<file path="src/rtl/axis_input_loader.sv">
// rtl/axis_input_loader.sv - AXI-Stream input loader filling kernel (W) and image (X) buffers
module axis_input_loader #(
  parameter int INW = 12,
  parameter int R   = 3,
  parameter int N   = 8,
  localparam int XADDRW = (N*N > 1) ? $clog2(N*N) : 1,
  localparam int WADDRW = (R*R > 1) ? $clog2(R*R) : 1
) (
  input  logic              clk,
  input  logic              reset,
  input  logic [INW-1:0]    IN_AXIS_TDATA,
  input  logic              IN_AXIS_TVALID,
  input  logic              IN_AXIS_TUSER,
  output logic              IN_AXIS_TREADY,
  output logic              inputs_loaded,
  input  logic              compute_finished,
  input  logic [XADDRW-1:0] x_read_addr,
  output logic [INW-1:0]    x_data,
  input  logic [WADDRW-1:0] w_read_addr,
  output logic [INW-1:0]    w_data
);

  typedef enum logic [1:0] {
    ST_START  = 2'd0,
    ST_LOAD_W = 2'd1,
    ST_LOAD_X = 2'd2,
    ST_DONE   = 2'd3
  } state_t;

  localparam logic [WADDRW-1:0] W_LAST = WADDRW'(R*R - 1);
  localparam logic [XADDRW-1:0] X_LAST = XADDRW'(N*N - 1);

  state_t              r_state;
  state_t              w_state_nxt;
  logic [WADDRW-1:0]   r_w_cnt;
  logic [WADDRW-1:0]   w_w_cnt_nxt;
  logic [XADDRW-1:0]   r_x_cnt;
  logic [XADDRW-1:0]   w_x_cnt_nxt;

  logic                w_hs;
  logic                w_w_we;
  logic [WADDRW-1:0]   w_w_waddr;
  logic                w_x_we;
  logic [XADDRW-1:0]   w_x_waddr;

  logic [INW-1:0]      r_w_mem [R*R];
  logic [INW-1:0]      r_x_mem [N*N];
  logic [INW-1:0]      r_x_data;
  logic [INW-1:0]      r_w_data;

  // Ready and loaded are pure functions of state so upstream never sees a TVALID->TREADY path.
  assign IN_AXIS_TREADY = (r_state != ST_DONE);
  assign inputs_loaded  = (r_state == ST_DONE);
  assign w_hs           = IN_AXIS_TVALID && IN_AXIS_TREADY;
  assign x_data         = r_x_data;
  assign w_data         = r_w_data;

  // State and counter registers; reset abandons any partial packet.
  always_ff @(posedge clk) begin
    if (reset) begin
      r_state <= ST_START;
      r_w_cnt <= '0;
      r_x_cnt <= '0;
    end else begin
      r_state <= w_state_nxt;
      r_w_cnt <= w_w_cnt_nxt;
      r_x_cnt <= w_x_cnt_nxt;
    end
  end

  // Next-state, counter and buffer write decode; TUSER only matters on a packet's first word.
  always_comb begin
    w_state_nxt = r_state;
    w_w_cnt_nxt = r_w_cnt;
    w_x_cnt_nxt = r_x_cnt;
    w_w_we      = 1'b0;
    w_w_waddr   = r_w_cnt;
    w_x_we      = 1'b0;
    w_x_waddr   = r_x_cnt;
    case (r_state)
      ST_START: begin
        if (w_hs) begin
          if (IN_AXIS_TUSER) begin
            w_w_we    = 1'b1;
            w_w_waddr = '0;
            if (R*R == 1) begin
              w_state_nxt = ST_LOAD_X;
              w_x_cnt_nxt = '0;
            end else begin
              w_state_nxt = ST_LOAD_W;
              w_w_cnt_nxt = WADDRW'(1);
            end
          end else begin
            w_x_we    = 1'b1;
            w_x_waddr = '0;
            if (N*N == 1) begin
              w_state_nxt = ST_DONE;
            end else begin
              w_state_nxt = ST_LOAD_X;
              w_x_cnt_nxt = XADDRW'(1);
            end
          end
        end
      end
      ST_LOAD_W: begin
        if (w_hs) begin
          w_w_we = 1'b1;
          if (r_w_cnt == W_LAST) begin
            w_state_nxt = ST_LOAD_X;
            w_x_cnt_nxt = '0;
          end else begin
            w_w_cnt_nxt = r_w_cnt + WADDRW'(1);
          end
        end
      end
      ST_LOAD_X: begin
        if (w_hs) begin
          w_x_we = 1'b1;
          if (r_x_cnt == X_LAST) begin
            w_state_nxt = ST_DONE;
          end else begin
            w_x_cnt_nxt = r_x_cnt + XADDRW'(1);
          end
        end
      end
      ST_DONE: begin
        if (compute_finished) begin
          w_state_nxt = ST_START;
          w_w_cnt_nxt = '0;
          w_x_cnt_nxt = '0;
        end
      end
      default: w_state_nxt = ST_START;
    endcase
    if (reset) begin
      w_w_we = 1'b0;
      w_x_we = 1'b0;
    end
  end

  // Buffer writes; contents survive reset so a TUSER=0 packet can reuse the last kernel.
  always_ff @(posedge clk) begin
    if (w_w_we) r_w_mem[w_w_waddr] <= IN_AXIS_TDATA;
    if (w_x_we) r_x_mem[w_x_waddr] <= IN_AXIS_TDATA;
  end

  // Registered reads, always enabled; a same-edge write to the read address returns old data.
  always_ff @(posedge clk) begin
    if (reset) begin
      r_x_data <= '0;
      r_w_data <= '0;
    end else begin
      r_x_data <= r_x_mem[x_read_addr];
      r_w_data <= r_w_mem[w_read_addr];
    end
  end

endmodule

</file>
<file path="config.mk">
export PLATFORM = sky130hd
export DESIGN_NAME = axis_input_loader
export DESIGN_NICKNAME = d
export VERILOG_FILES = /design/src/rtl/axis_input_loader.sv
export SDC_FILE = /design/constraint.sdc
export NUM_CORES = 1
export LEC_CHECK = 0
export ABC_AREA = 1
export BUFFER_PORTS_ARGS = -buffer_cell sky130_fd_sc_hd__clkbuf_2
export CAP_MARGIN = 20
export CORE_MARGIN = 1.5
export CORE_UTILIZATION = 65
export CTS_CLUSTER_DIAMETER = 150
export CTS_CLUSTER_SIZE = 40
export DETAILED_ROUTE_END_ITERATION = 6
export HOLD_SLACK_MARGIN = 0.05
export PLACE_DENSITY = 0.88
export SETUP_SLACK_MARGIN = 0.3
export SLEW_MARGIN = 20
export SYNTH_ARGS = -nofsm -noshare
export SYNTH_HDL_FRONTEND = slang
export SYNTH_SLANG_ARGS = --single-unit
export TNS_END_PERCENT = 20
</file>
<file path="constraint.sdc">
create_clock -name clk -period 6.3 [get_ports clk]
set_input_delay 0.315 -clock clk [delete_from_list [all_inputs] [get_ports clk]]
set_output_delay 0.315 -clock clk [all_outputs]
set_load 0.05 [all_outputs]
</file>
==> impl_metrics.py, run 1 <==
metrics = {
    "status": {
        "outcome": "complete, but fails checks",
        "violations": "DRC",
    },
    "floorplanning": {
        "die_h_microns": 242,
        "num_rows": 87,
        "dieArea_sq_um": 58600,
        "initial_utilization_pct": 65.8,
        "ios": 53,
        "core_area_sq_um": 56500,
        "die_w_microns": 242,
    },
    "synth": {
        "synth_edf_count": 876,
        "synthArstFlopShare_pct": 0,
        "netlist.top_cell.by_area": "edfxtp_1",
        "netlist_area_sq_um": 37200,
        "yosys-top-cells-area": "edfxtp_1 (71%), nand2_1 (10%), nand3_1 (9.3%)",
        "synth.top_cell.area_share_pct": 70.8,
        "yosysMostFrequentCell": "nand2_1",
        "synth_seq_cells": 912,
        "yosys_warnings": 0,
        "synth-seq-area-share_pct": 72.7,
        "synth_commonest_cells": "nand2_1 (1028), edfxtp_1 (876), nand3_1 (692), nor2_1 (117), inv_1 (58)",
        "yosys_most_used_dff": "edfxtp_1",
        "synth_cell_types": 36,
        "syn_inst": 3155,
        "syn_area_per_cell_sq_um": 11.8,
        "syn-num-nets": 3189,
    },
    "worst_setup_path": {
        "rr_endpoint": "r_x_mem[49][2]",
        "worstRegToRegCells": 10,
        "crit_buf_inv": 3,
        "end_kind": "flop",
        "critical-path-max-stage-delay_ns": 1.02,
        "crit_arrival_ns": 3.71,
        "path_delay_family": "simple AND/OR/NAND/NOR gates",
        "criticalPathCategory": "reg -> reg",
        "crit_fanout": 12,
        "required_ns": 6.56,
        "r2r-start": "r_state[0]",
        "crit_path_frequent_cell": "nor2_1",
        "slowest_stage": "nor2_1",
        "reg2reg_slack_ns": 2.85,
        "worst_setup_path_start_kind": "flop",
        "crit_chain": "inv_1 -> ha_1 -> inv_2 -> nor2_2 -> inv_2 -> nor2_4 -> nor2_1 -> nor2_1 -> nand3_1 -> nor2_1",
    },
    "layout": {
        "drive_above_1_share_pct": 6.12,
        "area_growth_pct": 3.59,
        "nNetsFinal": 3136,
        "final_cells": 3878,
        "diodes": 0,
    },
    "placed_design": {
        "portBuffers": 52,
        "dp_hpwl_microns": 51000,
        "place_ws_ns": 2.92,
        "gp_congestion": 0.985,
        "place_inst": 3830,
    },
    "timing": {
        "finalHoldViolations": 0,
        "rsz0062_at_grt": "no",
        "maxSlewViolCount": 0,
        "fin_tns_setup_ns": 0,
        "worstMarginPinSlew_ns": 1.11,
        "fmax_mhz": 290,
        "period_share_pct": 54.8,
        "finClkSkew_ns": 0.0272,
        "setup_viol": 0,
        "setup_ws_ns": 2.85,
        "max_slew_margin_pct": 25.7,
        "period_minus_slack_ns": 3.45,
    },
    "hold_path": {
        "hold_start": "w_read_addr[2]",
        "hold_end": "w_data[11]",
        "whs_path_depth": 5,
        "hp-class": "in -> reg",
    },
    "detailed_routing": {
        "highest_layer": "met5",
        "drt-met1-wl_microns": 31300,
        "met2_length_microns": 43100,
        "viasPerCell": 6.42,
        "wl_per_cell_microns": 23.1,
        "num_vias": 24900,
        "drtPass1Iterations": 7,
        "route.met3.wl_microns": 11000,
        "ant_nets": 0,
        "wl_microns": 89600,
        "drcViolationCount": 1,
        "dr.first_iter.drc_count": 4367,
    },
    "power": {
        "p_leak_uw": 0.0135,
        "ir_drop_mv": 0.262,
        "power_density_nw_per_um2": 266,
    },
    "grt": {
        "grt_first_pass_wirelength_microns": 135000,
        "gr-total-overflow": 0,
        "grt_pass1_vias": 24000,
        "track_usage_pct": 30.1,
        "antenna_found_initial": 2,
        "grt_max_degree": 231,
    },
    "clocking": {
        "clkTransAtPathRegs_ns": 0.14,
        "cts_buffers": 26,
        "insertion_delay_ns": 0.65,
        "clock-sinks": 912,
        "ctsHoldBuffers": 0,
        "cts_buffer_depth": 3,
        "cts_resized": 0,
        "cts.root.buffer_cell": "clkbuf_16",
        "tritoncts": "yes",
        "h-tree-depth": 1,
        "cts_setup_buffers": 0,
    },
    "flow_run": {
        "max_cap_viol_count": 0,
    },
}
cell usage in the layout (no fill, tap or decap), types with 5 or more instances in the layout:
| cell type | netlist | final |
|---|---|---|
| a21oi_1 | 35 | 35 |
| buf_4 | 40 | 51 |
| clkbuf_1 | 45 | 20 |
| clkbuf_16 | 0 | 27 |
| clkbuf_2 | 0 | 48 |
| dfxtp_1 | 36 | 36 |
| edfxtp_1 | 876 | 876 |
| ha_1 | 7 | 7 |
| inv_1 | 58 | 57 |
| inv_2 | 6 | 7 |
| nand2_1 | 1028 | 1028 |
| nand3_1 | 692 | 692 |
| nand4_1 | 5 | 5 |
| nor2_1 | 117 | 83 |
| nor2_2 | 4 | 38 |
| nor3_1 | 11 | 9 |
| o211ai_1 | 12 | 12 |
| o21ai_0 | 47 | 47 |
| o22ai_1 | 14 | 14 |
layer usage:
| layer | vias up | track usage (%) |
|---|---|---|
| met5 | - | 0 |
| li1 | 10900 | - |
| met2 | 1830 | 49.0 |
| met3 | 287 | 5.77 |
| met4 | 4 | 13.3 |
| met1 | 11900 | 39.9 |
registers in the layout, summed over array words and instances, names as in the netlist:
register,flops
r_state,2
r_w_cnt,4
r_w_mem,108
r_x_cnt,6
r_x_mem,768
w_data,12
x_data,12
cell type report:
class	instances	area, sq um
Tap cell	756	946
Clock inverter	1	8.76
Clock buffer	47	751
Timing Repair Buffer	105	697
Inverter	67	269
Multi-Input combinational cell	1990	8790
Fill cell	3697	18000
Sequential cell	912	27000
worst min-delay path, cell delays in order:
cell	delay (ns)
clkbuf_2	0.18
nand2_1	0.11
nand3_1	0.07
o211ai_1	0.08
inv_1	0.04
worst max-delay path by stage:
stage	startpoint	endpoint	slack, ns	cells after the start
3_3_place_gp	x_read_addr[0]	x_data[6]	3.01	11
4_1_cts	r_state[0]	r_x_mem[57][8]	2.95	10
5_1_grt	r_state[0]	r_x_mem[49][2]	2.65	10
2_1_floorplan	r_state[0]	r_w_mem[3][0]	2.91	8
3_5_place_dp	x_read_addr[0]	x_data[10]	2.92	11
6_report	r_state[0]	r_x_mem[49][2]	2.85	10
through the flow:
step | hold WS (ns) | utilization [%] | power (uW) | cell area (sq um)
2_1_floorplan | 0.414 | - | 7510 | 37200
3_3_place_gp | 0.454 | 66.6 | 7790 | 37600
3_5_place_dp | 0.469 | 66.7 | 7850 | 37700
4_1_cts | 0.179 | 68.0 | 10200 | 38400
5_1_grt | 0.211 | 68.1 | 10500 | 38500
6_report | 0.203 | 68.1 | 10200 | 38500
cells by family after synthesis:
logic type      Yosys count  synth area share, %
simple gates           1867                 21.4
compound gates          114                 1.69
fa+ha+maj                 7                0.236
xor+xnor                  2               0.0472
buf+inv                 253                 3.89
flops                   912                 72.7
report_power, final:
group	switching (uW)	internal [uW]
combinational	786	234
clock	1650	828
sequential	38.5	6690
total	2470	7760
Note: power is estimated with default switching activity, not from simulation.
==> inputs of run 2 (changes only) <==
--- a/config.mk
+++ b/config.mk
@@ -9,12 +9,12 @@
 export BUFFER_PORTS_ARGS = -buffer_cell sky130_fd_sc_hd__clkbuf_2
 export CAP_MARGIN = 20
 export CORE_MARGIN = 1.5
-export CORE_UTILIZATION = 65
+export CORE_UTILIZATION = 57
 export CTS_CLUSTER_DIAMETER = 150
 export CTS_CLUSTER_SIZE = 40
 export DETAILED_ROUTE_END_ITERATION = 6
 export HOLD_SLACK_MARGIN = 0.05
-export PLACE_DENSITY = 0.88
+export PLACE_DENSITY = 0.82
 export SETUP_SLACK_MARGIN = 0.3
 export SLEW_MARGIN = 20
 export SYNTH_ARGS = -nofsm -noshare
==> constraint.sdc (replaced) <==
create_clock -name clk -period 3.05 [get_ports clk]
set_input_delay 0.1525 -clock clk [delete_from_list [all_inputs] [get_ports clk]]
set_output_delay 0.1525 -clock clk [all_outputs]
set_load 0.05 [all_outputs]
==> impl_metrics.py, run 2 (synthesis gave the netlist of run 1 again) <==
metrics = {
    "status": {
        "outcome": "finished, final reports clean",
    },
    "timing": {
        "rsz0062_at_grt": "yes",
        "period_share_pct": 87.1,
        "finClkSkew_ns": 0.0313,
        "fmax_mhz": 377,
        "worstMarginPinSlew_ns": 1.04,
        "max_slew_margin_pct": 30.7,
        "fin_tns_setup_ns": 0,
        "setup_viol": 0,
        "period_minus_slack_ns": 2.66,
        "maxSlewViolCount": 0,
        "finalHoldViolations": 0,
    },
    "worst_setup_path": {
        "crit_arrival_ns": 2.99,
        "worst_setup_path_start_kind": "flop",
        "end_kind": "flop",
        "worstSetupStartpoint": "r_state[0]",
        "criticalPathCategory": "reg -> reg",
        "r2r-start": "r_state[0]",
        "crit_fanout": 12,
        "crit_chain": "inv_1 -> ha_1 -> inv_2 -> nor2_2 -> nor2_1 -> nor2_4 -> nand2_1 -> buf_4 -> nor2_1 -> buf_4",
        "required_ns": 3.38,
        "critical-path-max-stage-delay_ns": 0.36,
        "slowest_stage": "dfxtp_1",
    },
    "detailed_routing": {
        "drcViolationCount": 0,
        "wl_microns": 91300,
        "ant_nets": 0,
        "viasPerCell": 5.99,
        "dr.first_iter.drc_count": 3224,
        "drtPass1Iterations": 7,
        "wl_per_cell_microns": 22.5,
        "num_vias": 24400,
    },
    "layout": {
        "drive_above_1_share_pct": 7.91,
        "area_growth_pct": 6.27,
        "final_common_cell": "nand2_1",
        "largest_register_ffs": 768,
        "diodes": 0,
        "nNetsFinal": 3227,
        "final_cells": 4068,
        "top_regs": "r_x_mem (768), r_w_mem (108)",
        "top_register": "r_x_mem",
        "final_cell_mix": "nand2_1 (1023), edfxtp_1 (876), nand3_1 (691)",
    },
    "hold_path": {
        "hold_start": "IN_AXIS_TDATA[8]",
        "hp-class": "in -> reg",
    },
    "clocking": {
        "cts_setup_buffers": 0,
        "clkTransAtPathRegs_ns": 0.14,
        "cts_buffers": 26,
        "tritoncts": "yes",
        "insertion_delay_ns": 0.64,
        "clock-sinks": 912,
        "cts_buffer_depth": 3,
        "h-tree-depth": 1,
        "cts.root.buffer_cell": "clkbuf_16",
    },
    "placed_design": {
        "gp_congestion": 0.952,
        "place_inst": 4013,
        "dp_hpwl_microns": 55900,
        "portBuffers": 52,
    },
    "grt": {
        "gr-total-overflow": 0,
        "grt_max_degree": 106,
        "grt_first_pass_wirelength_microns": 136000,
        "grt_pass1_vias": 23100,
        "antenna_found_initial": 1,
        "track_usage_pct": 27.0,
    },
    "floorplanning": {
        "die_w_microns": 258,
        "dieArea_sq_um": 66700,
        "initial_utilization_pct": 57.6,
        "num_rows": 93,
        "ios": 53,
        "core_area_sq_um": 64500,
        "die_h_microns": 258,
    },
    "power": {
        "combPwrFrac_pct": 10.4,
        "power_density_nw_per_um2": 537,
        "swShare_pct": 24.2,
        "ir_drop_mv": 0.522,
        "seq_power_share_pct": 65.5,
        "p_switching_uw": 5130,
        "internal-power_uw": 16100,
        "p_leak_uw": 0.0141,
        "pwr-share-clk_pct": 24.1,
    },
    "flow_run": {
        "max_cap_viol_count": 0,
    },
}
==> run 2: stage by stage <==
step / hold WS, ns / total power [uW] / cell area [sq um] / setup WS, ns / util [%]
4_1_cts: 0.0748 / 21200 / 39400 / 0.309 / 61.2
2_1_floorplan: 0.251 / 15500 / 37200 / 0.250 / -
3_5_place_dp: 0.458 / 16300 / 38600 / 0.352 / 59.9
3_3_place_gp: 0.454 / 16300 / 38600 / 0.341 / 59.9
5_1_grt: 0.0794 / 21800 / 39500 / 0.277 / 61.2
6_report: 0.0630 / 21200 / 39500 / 0.395 / 61.2
==> run 2: path summary, 6_finish.rpt <==
kind | to | slack [ns] | cells past startpoint
setup / recovery | r_x_mem[39][4] | 0.39 | 10
hold reg to reg | w_data[6] | 0.48 | 2
hold / removal | r_x_mem[12][8] | 0.06 | 1
setup reg to reg | r_x_mem[39][4] | 0.39 | 10
==> run 2: power by group through the flow <==
stage / clock network (uW) / registers [uW] / logic [uW]
finish: 5120 / 13900 / 2200
global route: 5530 / 13900 / 2370
CTS: 5140 / 13900 / 2150
detailed placement: 0 / 14200 / 2130
global placement: 0 / 14200 / 2100
floorplan: 0 / 14200 / 1280
==> run 2: area by class of cell <==
cell class                 instances  area, sq um
sequential                       912        27000
fill                            4855        25000
multi-input combinational       1990         8770
timing repair buffer             196         1590
tap                              855         1070
clock buffer                      47          751
inverter                          67          270
clock inverter                     1         8.76
==> run 2: what timing repair did <==
| action | 4_1_cts | 5_1_grt |
|---|---|---|
| resized for setup | 0 | 11 |
| hold buffers | 7 | 0 |
| hold endpoints to repair | 58 | 0 |
| setup endpoints to repair | 0 | 297 |
==> run 2: per-layer routing <==
metal	global-route usage, %	part of all wire, %	vias up
li1	-	-	11100
met1	37.1	38	11600
met2	44.0	48	1403
met3	4.14	10	220
met4	10.7	4.1	2
met5	0	0.014	-
==> run 2: critical path: cells and delay by family (launching register included) <==
kind,cells,cell delay [ns]
flops,1,0.36
buf+inv,4,0.70
simple gates,5,1.00
fa+ha+maj,1,0.27
